### src/rtl/div_unit_if.sv
// Divider handshake/data bundle between the control unit and div_unit.
//   DivCtrl  : start request (level; a rising edge launches a division)
//   RegA     : signed dividend, sampled on an accepted start
//   RegB     : signed divisor, sampled on an accepted start
//   DivOut   : one-cycle pulse, HIOut/LOOut just updated
//   divZero  : one-cycle pulse, divisor was zero and nothing was computed
//   HIOut    : remainder (takes the sign of the dividend)
//   LOOut    : quotient (truncated toward zero)
// master = control-unit side, slave = divider side.
interface div_unit_if #(
    parameter int WIDTH = 32
);
    logic             DivCtrl;
    logic [WIDTH-1:0] RegA;
    logic [WIDTH-1:0] RegB;
    logic             DivOut;
    logic             divZero;
    logic [WIDTH-1:0] HIOut;
    logic [WIDTH-1:0] LOOut;

    modport master (
        output DivCtrl,
        output RegA,
        output RegB,
        input  DivOut,
        input  divZero,
        input  HIOut,
        input  LOOut
    );

    modport slave (
        input  DivCtrl,
        input  RegA,
        input  RegB,
        output DivOut,
        output divZero,
        output HIOut,
        output LOOut
    );
endinterface

### src/rtl/div_unit.sv
// Multi-cycle signed divider, restoring algorithm, one quotient bit per clock.
// Ports:
//   clk   : system clock, rising edge
//   reset : asynchronous reset, active-low
//   bus   : div_unit_if slave modport (DivCtrl/RegA/RegB in; DivOut/divZero/HIOut/LOOut out)
// Flow: IDLE -> CALC (WIDTH steps) -> FIX (sign fix-up, DivOut pulse) -> IDLE,
//       or IDLE -> ZERO (divZero pulse) -> IDLE for a zero divisor.
module div_unit #(
    parameter int WIDTH = 32
) (
    input  logic      clk,
    input  logic      reset,
    div_unit_if.slave bus
);
    localparam int CW = $clog2(WIDTH + 1);

    localparam logic [1:0] IDLE = 2'd0;
    localparam logic [1:0] CALC = 2'd1;
    localparam logic [1:0] FIX  = 2'd2;
    localparam logic [1:0] ZERO = 2'd3;

    logic [1:0]       state_q, state_d;
    logic [CW-1:0]    cnt_q, cnt_d;
    logic             divctrl_q;
    logic [WIDTH-1:0] rem_q, rem_d;
    logic [WIDTH-1:0] quo_q, quo_d;   // holds |dividend|, shifted out as quotient bits shift in
    logic [WIDTH-1:0] dvs_q, dvs_d;
    logic             sign_q_q, sign_q_d;
    logic             sign_r_q, sign_r_d;
    logic [WIDTH-1:0] hi_q, hi_d;
    logic [WIDTH-1:0] lo_q, lo_d;
    logic             divout_q, divout_d;
    logic             divzero_q, divzero_d;

    logic             start;
    logic [WIDTH-1:0] mag_a, mag_b;
    logic [WIDTH:0]   trial;
    logic             fits;
    logic [WIDTH-1:0] diff;

    always_comb begin
        start = bus.DivCtrl & ~divctrl_q;
        // Most negative value maps onto itself, read as unsigned 2^(W-1).
        mag_a = bus.RegA[WIDTH-1] ? -bus.RegA : bus.RegA;
        mag_b = bus.RegB[WIDTH-1] ? -bus.RegB : bus.RegB;
        trial = {rem_q, quo_q[WIDTH-1]};
        fits  = trial >= {1'b0, dvs_q};
        // When fits, the true difference is below dvs_q and so fits in WIDTH bits.
        diff  = trial[WIDTH-1:0] - dvs_q;

        state_d   = state_q;
        cnt_d     = cnt_q;
        rem_d     = rem_q;
        quo_d     = quo_q;
        dvs_d     = dvs_q;
        sign_q_d  = sign_q_q;
        sign_r_d  = sign_r_q;
        hi_d      = hi_q;
        lo_d      = lo_q;
        divout_d  = 1'b0;
        divzero_d = 1'b0;

        case (state_q)
            IDLE: begin
                if (start) begin
                    if (bus.RegB == '0) begin
                        state_d   = ZERO;
                        divzero_d = 1'b1;
                    end else begin
                        quo_d    = mag_a;
                        dvs_d    = mag_b;
                        sign_q_d = bus.RegA[WIDTH-1] ^ bus.RegB[WIDTH-1];
                        sign_r_d = bus.RegA[WIDTH-1];
                        rem_d    = '0;
                        cnt_d    = CW'(WIDTH);
                        state_d  = CALC;
                    end
                end
            end
            CALC: begin
                rem_d = fits ? diff : trial[WIDTH-1:0];
                quo_d = {quo_q[WIDTH-2:0], fits};
                cnt_d = cnt_q - CW'(1);
                if (cnt_q == CW'(1)) begin
                    state_d = FIX;
                end
            end
            FIX: begin
                // First FIX edge publishes the result; the second closes the pulse.
                if (!divout_q) begin
                    hi_d     = sign_r_q ? -rem_q : rem_q;
                    lo_d     = sign_q_q ? -quo_q : quo_q;
                    divout_d = 1'b1;
                end else begin
                    state_d = IDLE;
                end
            end
            ZERO: begin
                state_d = IDLE;
            end
            default: begin
                state_d = IDLE;
            end
        endcase
    end

    always_ff @(posedge clk or negedge reset) begin
        if (!reset) begin
            state_q   <= IDLE;
            cnt_q     <= '0;
            divctrl_q <= 1'b0;
            rem_q     <= '0;
            quo_q     <= '0;
            dvs_q     <= '0;
            sign_q_q  <= 1'b0;
            sign_r_q  <= 1'b0;
            hi_q      <= '0;
            lo_q      <= '0;
            divout_q  <= 1'b0;
            divzero_q <= 1'b0;
        end else begin
            state_q   <= state_d;
            cnt_q     <= cnt_d;
            divctrl_q <= bus.DivCtrl;
            rem_q     <= rem_d;
            quo_q     <= quo_d;
            dvs_q     <= dvs_d;
            sign_q_q  <= sign_q_d;
            sign_r_q  <= sign_r_d;
            hi_q      <= hi_d;
            lo_q      <= lo_d;
            divout_q  <= divout_d;
            divzero_q <= divzero_d;
        end
    end

    assign bus.DivOut  = divout_q;
    assign bus.divZero = divzero_q;
    assign bus.HIOut   = hi_q;
    assign bus.LOOut   = lo_q;
endmodule

### src/flat_wrapper.sv
// flat-port wrapper written by rule: the top's interface ports become plain ports
module div_unit_flat 
#(
    parameter int WIDTH = 32
)
  (clk, reset, bus_DivCtrl, bus_RegA, bus_RegB, bus_DivOut, bus_divZero, bus_HIOut, bus_LOOut);
  div_unit_if #(.WIDTH(WIDTH)) bus_i ();
  input  logic clk;
  input  logic reset;
  input wire logic [$bits(bus_i.DivCtrl)-1:0] bus_DivCtrl;
  input wire logic [$bits(bus_i.RegA)-1:0] bus_RegA;
  input wire logic [$bits(bus_i.RegB)-1:0] bus_RegB;
  output wire logic [$bits(bus_i.DivOut)-1:0] bus_DivOut;
  output wire logic [$bits(bus_i.divZero)-1:0] bus_divZero;
  output wire logic [$bits(bus_i.HIOut)-1:0] bus_HIOut;
  output wire logic [$bits(bus_i.LOOut)-1:0] bus_LOOut;
  assign bus_i.DivCtrl = bus_DivCtrl;
  assign bus_i.RegA = bus_RegA;
  assign bus_i.RegB = bus_RegB;
  assign bus_DivOut = bus_i.DivOut;
  assign bus_divZero = bus_i.divZero;
  assign bus_HIOut = bus_i.HIOut;
  assign bus_LOOut = bus_i.LOOut;
  div_unit #(.WIDTH(WIDTH)) u_core (.clk(clk), .reset(reset), .bus(bus_i));
endmodule
### config.mk
export PLATFORM = sky130hd
export DESIGN_NAME = div_unit_flat
export DESIGN_NICKNAME = d
export VERILOG_FILES = /design/src/rtl/div_unit_if.sv /design/src/rtl/div_unit.sv /design/src/flat_wrapper.sv
export SDC_FILE = /design/constraint.sdc
export NUM_CORES = 1
export LEC_CHECK = 0
export BUFFER_PORTS_ARGS = -buffer_cell sky130_fd_sc_hd__buf_2
export CORE_UTILIZATION = 55
export DETAILED_ROUTE_END_ITERATION = 10
export PLACE_DENSITY_LB_ADDON = 0.2
export SLEW_MARGIN = 40
export SYNTH_ARGS = -nofsm -noshare
export SYNTH_HDL_FRONTEND = slang
export SYNTH_SLANG_ARGS = --single-unit
### constraint.sdc
create_clock -name clk -period 5.2 [get_ports clk]
set_clock_uncertainty 0.2 [all_clocks]
set_input_delay 0 -clock clk [delete_from_list [all_inputs] [get_ports clk]]
set_output_delay 0 -clock clk [all_outputs]
set_load 0.02 [all_outputs]
* Yosys cells after proc, flatten, opt, wreduce, memory -nomap -nowiden
Index checks and enable logic that the tools add are counted.
** Word-level totals
- Output and inout port bits :: 66
- Logic and storage cells :: 63
- Latch bits :: 0
- Memory bits (read-only) :: 0
- Input port bits :: 67
- Memories :: 0
- Bits in registers :: 173
- RAM bits :: 0
** Cells by class
- Eq/ne operators :: 8
- Magnitude comparators :: 1
- Add/subtract/negate cells :: 6
- Muxes and demuxes :: 24
- Bitwise operators :: 5
- Divide/modulo/power cells :: 0
- Shift operators :: 0
- Multipliers :: 0
- Reductions and logical operators :: 7
** Operators with widths (count)
- 32-bit 2-to-1 mux :: 9
- 32-bit negator :: 4
- 32-bit case mux with 2 select lines :: 2
- 33-bit by 32-bit >= comparator with 1-bit output :: 1
- 32-bit zero test :: 1
- 32-bit subtractor :: 1
- 6-bit 2-to-1 mux :: 2
- 6-bit case mux with 2 select lines :: 1
- 3-bit AND reduction :: 3
- 2-bit 2-to-1 mux :: 4
- 2-bit case mux with 4 select lines :: 1
- 6-bit by 1-bit == test with 1-bit output (second input constant) :: 1
- 2-bit by 1-bit != test with 1-bit output (second input constant) :: 3
- 6-bit by 1-bit subtractor with 6-bit output (second input constant) :: 1
- 1-bit 2-to-1 mux :: 5
- 2-bit == test (second input constant) :: 2
- 1-bit NOT :: 3
- 2-bit by 1-bit == test with 1-bit output (second input constant) :: 1
- 2-bit zero test :: 1
- 2-bit != test (second input constant) :: 1
- 2-bit AND reduction :: 1
- 2-bit nonzero test :: 1
- 1-bit bitwise AND :: 1
- 1-bit bitwise XOR :: 1

* Longest topological paths before layout
Gate-level depths: netlist of the first run.
- Depth in word-level cells :: 5
- Depth in mapped cells :: 14
- Gate-level depth less buffers :: 12

* Worst setup path before layout of the first run
Ideal clock, no wire load.
- Path kind :: reg-to-reg
- From :: register u_core.rem_q[17]
- To :: register u_core.rem_q[1]
- Required time :: 4865 ps
- Setup slack :: 1906 ps
- Stages on the path, launching flop included :: 14
- Period minus slack after synthesis :: 3294 ps
- Data arrival time :: 2960 ps
- Buffers on the path :: 4
- Path through :: dfrtp_1 > ha_1 > clkbuf_1 > and3_1 > and2_1 > clkbuf_1 > nand4_1 > o21ai_0 > a31oi_1 > o21ai_0 > buf_1 > buf_2 > mux2i_1 > o22ai_1
** On the way
- Word-level cells in the longest chain between the ends :: 3
** Ends and longest elaborated chain
- start, declared :: line div_unit.sv:25 : logic [WIDTH-1:0] rem_q, rem_d;
- start signal, assigned :: line div_unit.sv:125 : rem_q <= rem_d;
- 33-bit by 32-bit >= comparator with 1-bit output :: line div_unit.sv:47 : fits = trial >= {1'b0, dvs_q};
- 32-bit 2-to-1 mux :: line div_unit.sv:81 : rem_d = fits ? diff : trial[WIDTH-1:0];
- 32-bit case mux with 2 select lines :: line div_unit.sv:63 : case (state_q)
Every way passes these cells.
A chain may end at the register's enable or synchronous reset.

* Worst setup path after layout of the first run
- From :: input port bus_RegB[4]
- To :: register u_core.cnt_q[5]
** On the way
- Word-level cells in the longest chain between the ends :: 3
** Ends and longest elaborated chain
- start, declared :: line flat_wrapper.sv:12 : input wire logic [$bits(bus_i.RegB)-1:0] bus_RegB;
- 32-bit zero test :: line div_unit.sv:66 : if (bus.RegB == '0) begin
- 2-bit != test (no source line)
- 3-bit AND reduction (no source line)
- end signal, assigned :: line div_unit.sv:123 : cnt_q <= cnt_d;
- end, declared :: line div_unit.sv:23 : logic [CW-1:0] cnt_q, cnt_d;
Every way passes these cells.

==> results of run 1 <==
## flip-flops by register name (all words and copies together) (netlist names)
| name | count |
|---|---|
| u_core.bus.DivOut | 1 |
| u_core.bus.HIOut | 32 |
| u_core.bus.LOOut | 32 |
| u_core.bus.divZero | 1 |
| u_core.cnt_q | 6 |
| u_core.divctrl_q | 1 |
| u_core.dvs_q | 32 |
| u_core.quo_q | 32 |
| u_core.rem_q | 32 |
| u_core.sign_q_q | 1 |
| u_core.sign_r_q | 1 |
| u_core.state_q | 2 |
## per-layer routing
layer	vias to the layer above	track usage [%]	part of all wire [%]
met1	4764	43.3	49
met3	35	3.91	6.1
li1	5009	-	-
met4	0	7.26	1.4
met2	323	41.3	43
met5	-	0	0
## synthesized netlist by cell type, types with 3 or more instances
library cell and n:
a2111oi_0 4, a211oi_1 5, a21o_1 14, a21oi_1 58, a221o_1 3, a31oi_1 13
a32oi_1 11, and2_1 3, and3_1 9, buf_1 5, buf_2 10, clkbuf_1 57
dfrtp_1 173, ha_1 38, inv_1 53, mux2i_1 22, nand2_1 212, nand2b_1 6
nand3_1 16, nand4_1 7, nand4b_1 3, nor2_1 61, nor2b_1 9, nor3_1 10
nor4_1 6, o211ai_1 6, o21a_1 4, o21ai_0 200, o21ai_1 4, o21bai_1 3
o22ai_1 4, o31a_1 4, o31ai_1 29, o41ai_1 18, or2_2 12, or3_1 17
or4_1 16, or4_4 5, xnor2_1 55, xor2_1 95
## layout make-up
cell class	instances	area share (%)
flip-flops and latches	173	31.9
inverters	53	1.46
clock buffers	17	3.13
clock inverters	15	1.33
multi-input cells	1012	47.0
repair buffers	239	12.8
well taps	265	2.44
## logic make-up (layout without fill, tap and decap cells)
logic type	after synthesis	count (layout)	share of synthesized area (%)
adders and majority gates	39	39	4.44
and+or+nand+nor	402	402	16.9
DFF	173	173	38.8
buffers and inverters	125	324	4.31
xor gates and xnor gates	150	150	11.8
muxes	23	23	2.07
AOI/OAI and AO/OA	398	398	21.7
## metrics by stage
step / power (mW) / setup slack, ns
final: 8.79 / 1.26
after global routing: 9.50 / 1.06
after CTS: 8.74 / 1.29
after detailed placement: 7.34 / 1.44
after global placement: 7.23 / 1.53
after floorplan: 6.08 / 1.91
## where the power goes
part / internal [mW] / switching, mW / leakage, nW
Clock: 0.690 / 0.609 / 0.297
Combinational: 1.94 / 2.95 / 3.82
Sequential: 1.96 / 0.645 / 2.16
## critical path: stages
cell	delay (ns)
dlygate4sd3_1	0.54
buf_2	0.15
or4_4	0.55
or4_1	0.65
nand4bb_1	0.30
nor3b_1	0.54
o31a_2	0.27
buf_4	0.60
nor4_1	0.17
xnor2_1	0.19
nand2_1	0.07
## how the worst max path moves through the flow
| stage | from | to | slack [ns] | cells after the start |
|---|---|---|---|---|
| floorplan | u_core.rem_q[17] | u_core.rem_q[1] | 1.91 | 13 |
| finish | bus_RegB[4] | u_core.cnt_q[5] | 1.26 | 11 |
| global route | bus_RegB[4] | u_core.cnt_q[5] | 1.06 | 11 |
| CTS | bus_RegB[4] | u_core.cnt_q[5] | 1.29 | 11 |
| global placement | bus_RegB[4] | u_core.quo_q[31] | 1.53 | 9 |
| detailed placement | bus_RegB[4] | u_core.quo_q[31] | 1.44 | 9 |
## what timing repair did
action / 4_1_cts / 5_1_grt
endpoints found under the hold margin: 242 / 0
setup buffers: 0 / 0
hold buffers: 97 / 0
==> results by group, run 1 <==
Finish
  • Fill count: 1592
  • Area of the multi-input gates: 6390 um2
  • Fin nets: 1602
  • Commonest cells after routing, fill and taps aside: 212 x nand2_1, 199 x o21ai_0, 172 x dfrtp_1
  • Fin util: 69.2%
  • Share of cells above drive strength 1: 14.0%
  • Most common cell after layout, fill and taps aside: nand2_1
  • Non-Filler Instances: 1774
  • Register area: 4330 um2
  • Post-Layout Inst Area: 13600 um2
  • # diodes: 0
  • Area grow syn2layout: 21.7%

Synthesis
  • Synth Cell Area: 11200 um2
  • Ys flop type: dfrtp_1
  • Mapped Nets: 1416
  • Seq/Total Area, Yosys: 38.8%
  • Synth Area per Inst: 8.53 um2
  • Ys Warns: 0
  • Top cell type's share of synthesized area: 38.8%
  • Top cells by area, synth: dfrtp_1 39%, o21ai_0 9.0%, xor2_1 7.5%
  • Cell accounting for the most synthesized area: dfrtp_1
  • Unique masters post-synth: 64
  • Number of enable flip-flop cells after synthesis: 0
  • Post-synthesis cell count: 1310
  • Async SR Flop Fraction: 100%
  • Post-synthesis register bit count: 173

Timing
  • Max Freq: 0.254 GHz
  • WHS: 0.0421 ns
  • Max-slew violation count: 0
  • Worst Tran Pin Value: 0.766 ns
  • Final Hold Fails: 0
  • Fin crit share: 75.8%
  • RSZ-0062 raised after global routing: no
  • Total Neg Setup Slack: 0 ns
  • Min Tclk post-route: 3.94 ns
  • Slew margin rel.: 48.8%
  • Final setup fails: 0

Outcome
  • Status: completed

Setup path
  • Worst r2r path cells: 9
  • Required time worst endpoint: 5.29 ns
  • Setup CP Type: input port to register
  • Reg2Reg Capture Point: u_core.rem_q[0]
  • CP startpoint kind: input port
  • Reg-to-Reg Start: u_core.rem_q[5]
  • Critical Path End Type: register
  • WP data arrival: 4.04 ns
  • R2R setup slack: 1.67 ns
  • CP Max Fanout: 79

Placement
  • GPL Wtd Cong: 0.883
  • Cell Count Post-Placement: 1645
  • DP Wirelength: 19900 um
  • Port Buffer Count: 132
  • Placed Area: 12000 um2

Global route
  • Total track usage: 28.2%
  • Antenna violations before repair: 0
  • Number of global-route vias before repair: 9045
  • Pin count of the biggest net entering global routing: 80
  • Grt ovf: 0
  • First-pass GRT wire length: 45800 um

Route
  • Avg WL per Cell: 16.3 um
  • Vias: 10131
  • Antenna Violating Nets Remaining: 0
  • Drt first pass iters: 5
  • Initial DRC count: 709
  • Remaining DRCs: 0
  • DR vias/cell: 5.71
  • Total wire length: 28900 um

Clock tree
  • Clk root buf: clkbuf_16
  • Clk_lat worst skew: 0.43 ns
  • CTS max path bufs: 2
  • CTS tree: built
  • Worst-path clk slew: 0.07 ns
  • Clock sink count: 173
  • Post-cts sizing count: 0
  • Htree depth: 4
  • Inserted Clock Buffers: 17

Min path
  • Hold EP: u_core.divctrl_q
  • HP Class: input port to register
  • Worst hold path depth: 2
  • HP Start: bus_DivCtrl

Die
  • Core area: 19700 um2
  • Core Rows: 51
  • Die W: 145 um
  • Die ar.: 20900 um2
  • Die height: 145 um
  • Initial Util: 56.8%
  • Top-level I/O count: 133

Pwr
  • Cell Pwr Density: 647 nW/um2
  • LEAKAGE: 6.27 nW
  • Peak supply drop: 0.542 mV

Run
  • Max-cap violations: 0
(Power assumes the default switching activity.)
==> run 2: changes to the inputs <==
--- a/config.mk
+++ b/config.mk
@@ -5,6 +5,7 @@
 export SDC_FILE = /design/constraint.sdc
 export NUM_CORES = 1
 export LEC_CHECK = 0
+export ABC_AREA = 1
 export BUFFER_PORTS_ARGS = -buffer_cell sky130_fd_sc_hd__buf_2
 export CORE_UTILIZATION = 55
 export DETAILED_ROUTE_END_ITERATION = 10
==> constraint.sdc (replaced) <==
create_clock -name clk -period 3.36 [get_ports clk]
set_clock_uncertainty 0.2 [all_clocks]
set_input_delay 0 -clock clk [delete_from_list [all_inputs] [get_ports clk]]
set_output_delay 0 -clock clk [all_outputs]
set_load 0.02 [all_outputs]
==> results by group, run 2 <==
Die
  • Core area: 24400 um2
  • Die height: 160 um
  • Initial Util: 56.3%
  • Die ar.: 25600 um2
  • Core Rows: 57
  • Top-level I/O count: 133
  • Die W: 160 um

Setup path
  • Most Frequent Cell on Critical Path: nand3_1
  • CP peak stage delay: 0.59 ns
  • Reg-to-Reg Start: u_core.rem_q[6]
  • Setup CP Type: input port to register
  • Slowest cell on the critical path: dlygate4sd3_1
  • CP Max Fanout: 6
  • Worst-path cell chain: dlygate4sd3_1 -> buf_2 -> inv_1 -> ha_1 -> nand3_1 -> inv_1 -> nand2_1 -> inv_1 -> nand3_1 -> nand3b_1 -> nand3_1 -> dlygate4sd3_1 -> nand3_1 -> dlygate4sd3_1 -> o21ai_0
  • CP startpoint kind: input port
  • Critical Path End Type: register
  • Required time worst endpoint: 3.52 ns
  • WP data arrival: 3.26 ns
  • Critical Path Source: bus_RegB[0]

Run
  • Max-cap violations: 0

Route
  • Vias: 14786
  • Initial DRC count: 1607
  • Remaining DRCs: 0
  • Antenna Violating Nets Remaining: 0
  • Total wire length: 44900 um
  • Avg WL per Cell: 16.5 um
  • DR vias/cell: 5.44
  • Drt first pass iters: 5

Clock tree
  • CTS max path bufs: 2
  • Inserted Clock Buffers: 17
  • Clk_lat worst skew: 0.45 ns
  • Worst-path clk slew: 0.08 ns
  • Clk root buf: clkbuf_16
  • Clock sink count: 173
  • Post-cts sizing count: 0
  • Htree depth: 4
  • CTS tree: built

Timing
  • Slew margin rel.: 51.8%
  • Max Freq: 0.323 GHz
  • Worst Tran Pin Value: 0.722 ns
  • WHS: 0.0231 ns
  • Min Tclk post-route: 3.09 ns
  • Final setup fails: 0
  • Total Neg Setup Slack: 0 ns
  • Fin crit share: 92.1%
  • RSZ-0062 raised after global routing: no
  • Worst setup margin: 0.265 ns
  • Final Hold Fails: 0
  • Max-slew violation count: 0

Global route
  • Total track usage: 35.7%
  • Number of global-route vias before repair: 13733
  • Pin count of the biggest net entering global routing: 75
  • Grt ovf: 0
  • Antenna violations before repair: 0
  • First-pass GRT wire length: 72100 um

Placement
  • DP Wirelength: 33200 um
  • Port Buffer Count: 132
  • Place WS: 0.487 ns
  • Placed Area: 14600 um2
  • GPL Wtd Cong: 0.961

Finish
  • Post-Layout Inst Area: 16200 um2
  • Share of cells above drive strength 1: 10.3%
  • Fill count: 2184
  • Area grow syn2layout: 17.9%
  • Most common cell after layout, fill and taps aside: nand2_1
  • Fin nets: 2486
  • Commonest cells after routing, fill and taps aside: 763 x nand2_1, 306 x inv_1, 216 x nor2_1, 216 x nand3_1, 173 x dfrtp_1
  • Fin util: 66.3%
  • # diodes: 0

Outcome
  • Status: completed

Synthesis
  • Mapped Nets: 2292
  • Top cells by area, synth: dfrtp_1 32%, nand2_1 21%, inv_1 8.4%
  • Synth Cell Area: 13700 um2
  • Number of enable flip-flop cells after synthesis: 0
  • Synth top cells by count: 763 x nand2_1, 306 x inv_1, 216 x nand3_1, 216 x nor2_1, 173 x dfrtp_1
  • Post-synthesis register bit count: 173
  • Cell accounting for the most synthesized area: dfrtp_1
  • Seq/Total Area, Yosys: 31.5%
  • Synth Area per Inst: 6.28 um2
  • Top cell type's share of synthesized area: 31.5%
  • Post-synthesis cell count: 2186
  • Async SR Flop Fraction: 100%
  • Ys flop type: dfrtp_1
  • Most instantiated library cell after synthesis: nand2_1
  • Ys Warns: 0
  • Unique masters post-synth: 49

Min path
  • HP Start: bus_DivCtrl
  • HP Class: input port to register

Pwr
  • Peak supply drop: 0.323 mV
  • Cell Pwr Density: 648 nW/um2
  • LEAKAGE: 8.70 nW
-- run 2: changes by cell type after synthesis, sizes merged, moves of 43 or more --
cell   delta
inv     +258
nand2   +564
nand3   +211
nor2    +171
o21ai    -59
xor2     -43
-- run 2: timing repair --
| action | CTS | global route |
|---|---|---|
| setup buffers | 0 | 0 |
| hold buffers | 93 | 0 |
| hold endpoints to repair | 243 | 0 |
-- run 2: where the power goes --
part           switching [mW]  internal [mW]  leakage [nW]  total (mW)
Clock                    1.09           1.03         0.303        2.12
Sequential              0.612           2.46          2.13        3.07
Combinational            3.47           1.81          6.27        5.28
-- run 2: path summary, 6_finish.rpt --
check / cells after the start / slack (ns) / to
min in group asynchronous: 4 / 0.42 / u_core.bus.HIOut[25]
setup reg to reg: 15 / 0.41 / u_core.rem_q[30]
hold / removal: 2 / 0.02 / u_core.divctrl_q
setup / recovery: 15 / 0.27 / u_core.dvs_q[28]
max in group asynchronous: 4 / 2.10 / u_core.quo_q[17]
hold reg to reg: 2 / 0.28 / u_core.bus.HIOut[28]
-- run 2: critical path: cells and delay by family --
kind / cells / cell delay, ns
buffers and inverters: 7 / 2.08
AND/OR/NAND/NOR: 6 / 0.92
adder cells (fa/ha/maj): 1 / 0.18
AO/OA/AOI/OAI: 1 / 0.07
-- run 2: through the flow --
step / cells / power [mW]
after floorplan: 2186 / 6.65
after global placement: 2592 / 8.09
after detailed placement: 2592 / 8.13
after CTS: 2717 / 10.4
after global routing: 2717 / 11.3
final: 2717 / 10.5
-- run 2: layout make-up --
type | instances | area, um2 | area share [%]
Multi-Input combinational cell | 1636 | 7870 | 48.7
Tap cell | 324 | 405 | 2.51
Inverter | 312 | 1170 | 7.24
Timing Repair Buffer | 240 | 1770 | 10.9
Clock inverter | 15 | 204 | 1.26
Sequential cell | 173 | 4330 | 26.8
Clock buffer | 17 | 425 | 2.63
-- run 2: layer usage --
layer / global-route usage, % / part of all wire, %
met4: 9.61 / 1.8
met2: 52.8 / 42
met5: 0 / 0
met1: 54.0 / 48
met3: 5.27 / 8.9
-- run 2: cell families after synthesis --
logic type	after synthesis	synth area share, %
adders and majority gates	39	3.61
DFF	173	31.5
and+or+nand+nor	1303	40.2
AOI/OAI and AO/OA	220	8.82
xor gates and xnor gates	74	4.72
buffers and inverters	377	11.1
==> run 3: changes to the inputs <==
--- a/config.mk
+++ b/config.mk
@@ -7,9 +7,11 @@
 export LEC_CHECK = 0
 export ABC_AREA = 1
 export BUFFER_PORTS_ARGS = -buffer_cell sky130_fd_sc_hd__buf_2
+export CORE_ASPECT_RATIO = 1.25
 export CORE_UTILIZATION = 55
 export DETAILED_ROUTE_END_ITERATION = 10
 export PLACE_DENSITY_LB_ADDON = 0.2
+export SETUP_SLACK_MARGIN = 0.15
 export SLEW_MARGIN = 40
 export SYNTH_ARGS = -nofsm -noshare
 export SYNTH_HDL_FRONTEND = slang
==> results by group, run 3 (same netlist as run 2, synthesis figures left out) <==
Die
  • Initial Util: 56.0%
  • Core area: 24500 um2
  • Core Rows: 64
  • Die W: 143 um
  • Die height: 179 um
  • Die ar.: 25600 um2
  • Top-level I/O count: 133

Min path
  • HP Class: input port to register

Global route
  • Number of global-route vias before repair: 14089
  • Pin count of the biggest net entering global routing: 71
  • Total track usage: 37.6%
  • Antenna violations before repair: 0
  • Grt ovf: 0
  • First-pass GRT wire length: 72500 um

Finish
  • Area grow syn2layout: 17.8%
  • Fin util: 66.0%
  • Commonest cells after routing, fill and taps aside: 763 x nand2_1, 306 x inv_1, 216 x nor2_1, 216 x nand3_1, 173 x dfrtp_1
  • Fin nets: 2489
  • Most common cell after layout, fill and taps aside: nand2_1
  • # diodes: 0
  • Share of cells above drive strength 1: 10.4%

Run
  • Max-cap violations: 0

Timing
  • Min Tclk post-route: 3.03 ns
  • RSZ-0062 raised after global routing: yes
  • Fin crit share: 90.1%
  • WHS: 0.221 ns
  • Slew margin rel.: 46.8%
  • Worst Tran Pin Value: 0.797 ns
  • Total Neg Setup Slack: 0 ns
  • Max Freq: 0.330 GHz
  • Final setup fails: 0
  • Max-slew violation count: 0
  • Final Hold Fails: 0

Pwr
  • LEAKAGE: 8.70 nW
  • Cell Pwr Density: 644 nW/um2
  • Power Total: 10.4 mW
  • Peak supply drop: 0.567 mV

Placement
  • DP Wirelength: 34200 um
  • GPL Wtd Cong: 1.00
  • Port Buffer Count: 132

Clock tree
  • Worst-path clk slew: 0.07 ns
  • CTS tree: built
  • Clk_lat worst skew: 0.46 ns
  • CTS max path bufs: 2
  • Clock sink count: 173
  • Clk root buf: clkbuf_16
  • Inserted Clock Buffers: 17
  • Htree depth: 4

Setup path
  • CP peak stage delay: 0.62 ns
  • CP Max Fanout: 56
  • Worst-path cell chain: inv_1 -> nand2_1 -> inv_1 -> buf_4 -> nor3_1 -> dlygate4sd3_1 -> nand3_2 -> dlygate4sd3_1 -> nand3_1
  • WP data arrival: 3.16 ns
  • Slowest cell on the critical path: dlygate4sd3_1
  • CP bufs+invs: 5
  • Top delay family on crit path: buffers and inverters
  • Setup CP Type: register to register
  • Required time worst endpoint: 3.49 ns
  • CP startpoint kind: register
  • Critical Path End Type: register

Outcome
  • Status: completed

Route
  • DR vias/cell: 5.36
  • Total wire length: 45900 um
  • Drt first pass iters: 5
  • Remaining DRCs: 0
  • Antenna Violating Nets Remaining: 0
  • Initial DRC count: 1034
  • Vias: 14607
  • Avg WL per Cell: 16.8 um
## run 3: path summary, 6_finish.rpt
check	startpoint	to	slack (ns)	cells after the start
max	u_core.state_q[1]	u_core.quo_q[31]	0.33	9
min in group asynchronous	reset	u_core.dvs_q[6]	0.51	4
min	bus_RegB[20]	u_core.dvs_q[20]	0.22	4
max reg2reg	u_core.state_q[1]	u_core.quo_q[31]	0.33	9
max in group asynchronous	reset	u_core.bus.DivOut	2.03	4
min reg2reg	u_core.bus.LOOut[30]	u_core.bus.LOOut[30]	0.28	2
## run 3: worst register-to-register path: cells and delay by family, from the launching register on
family / cells / cell delay, ns
buf+inv: 5 / 1.95
flops: 1 / 0.38
simple gates: 4 / 0.37
## run 3: layer usage
| metal | routed length (um) | part of all wire (%) | global-route usage, % |
|---|---|---|---|
| met5 | 0 | 0 | 0 |
| met3 | 2090 | 4.6 | 5.45 |
| met1 | 17000 | 37 | 39.3 |
| met2 | 23000 | 50 | 67.1 |
| met4 | 3810 | 8.3 | 30.5 |
## run 3: what timing repair did
item / CTS / global route
endpoints found under the setup margin: 0 / 3
hold buffers: 95 / 0
hold endpoints to repair: 208 / 0
buffers inserted: 0 / 0
resized for setup: 0 / 2
## run 3: metrics by stage
stage                     std cells  cell area, um2  setup slack, ns
after floorplan                2186           13700             1.23
after global placement         2599           14600            0.435
after detailed placement       2599           14600            0.437
after CTS                      2726           16200            0.347
after global routing           2726           16200            0.144
final                          2726           16200            0.333
## run 3: where the power goes
group / total, mW / internal (mW) / leakage (nW) / switching [mW]
Clock: 2.03 / 1.00 / 0.285 / 1.03
Combinational: 5.30 / 1.83 / 6.29 / 3.48
Sequential: 3.08 / 2.46 / 2.13 / 0.622
Total: 10.4 / 5.29 / 8.70 / 5.12
## run 3: layout make-up
| class | instances | area [um2] |
|---|---|---|
| clock inverters | 15 | 170 |
| well taps | 330 | 413 |
| inverters | 312 | 1170 |
| fillers | 2331 | 8330 |
| repair buffers | 243 | 1780 |
| multi-input cells | 1636 | 7880 |
| flip-flops and latches | 173 | 4330 |
| clock buffers | 17 | 425 |
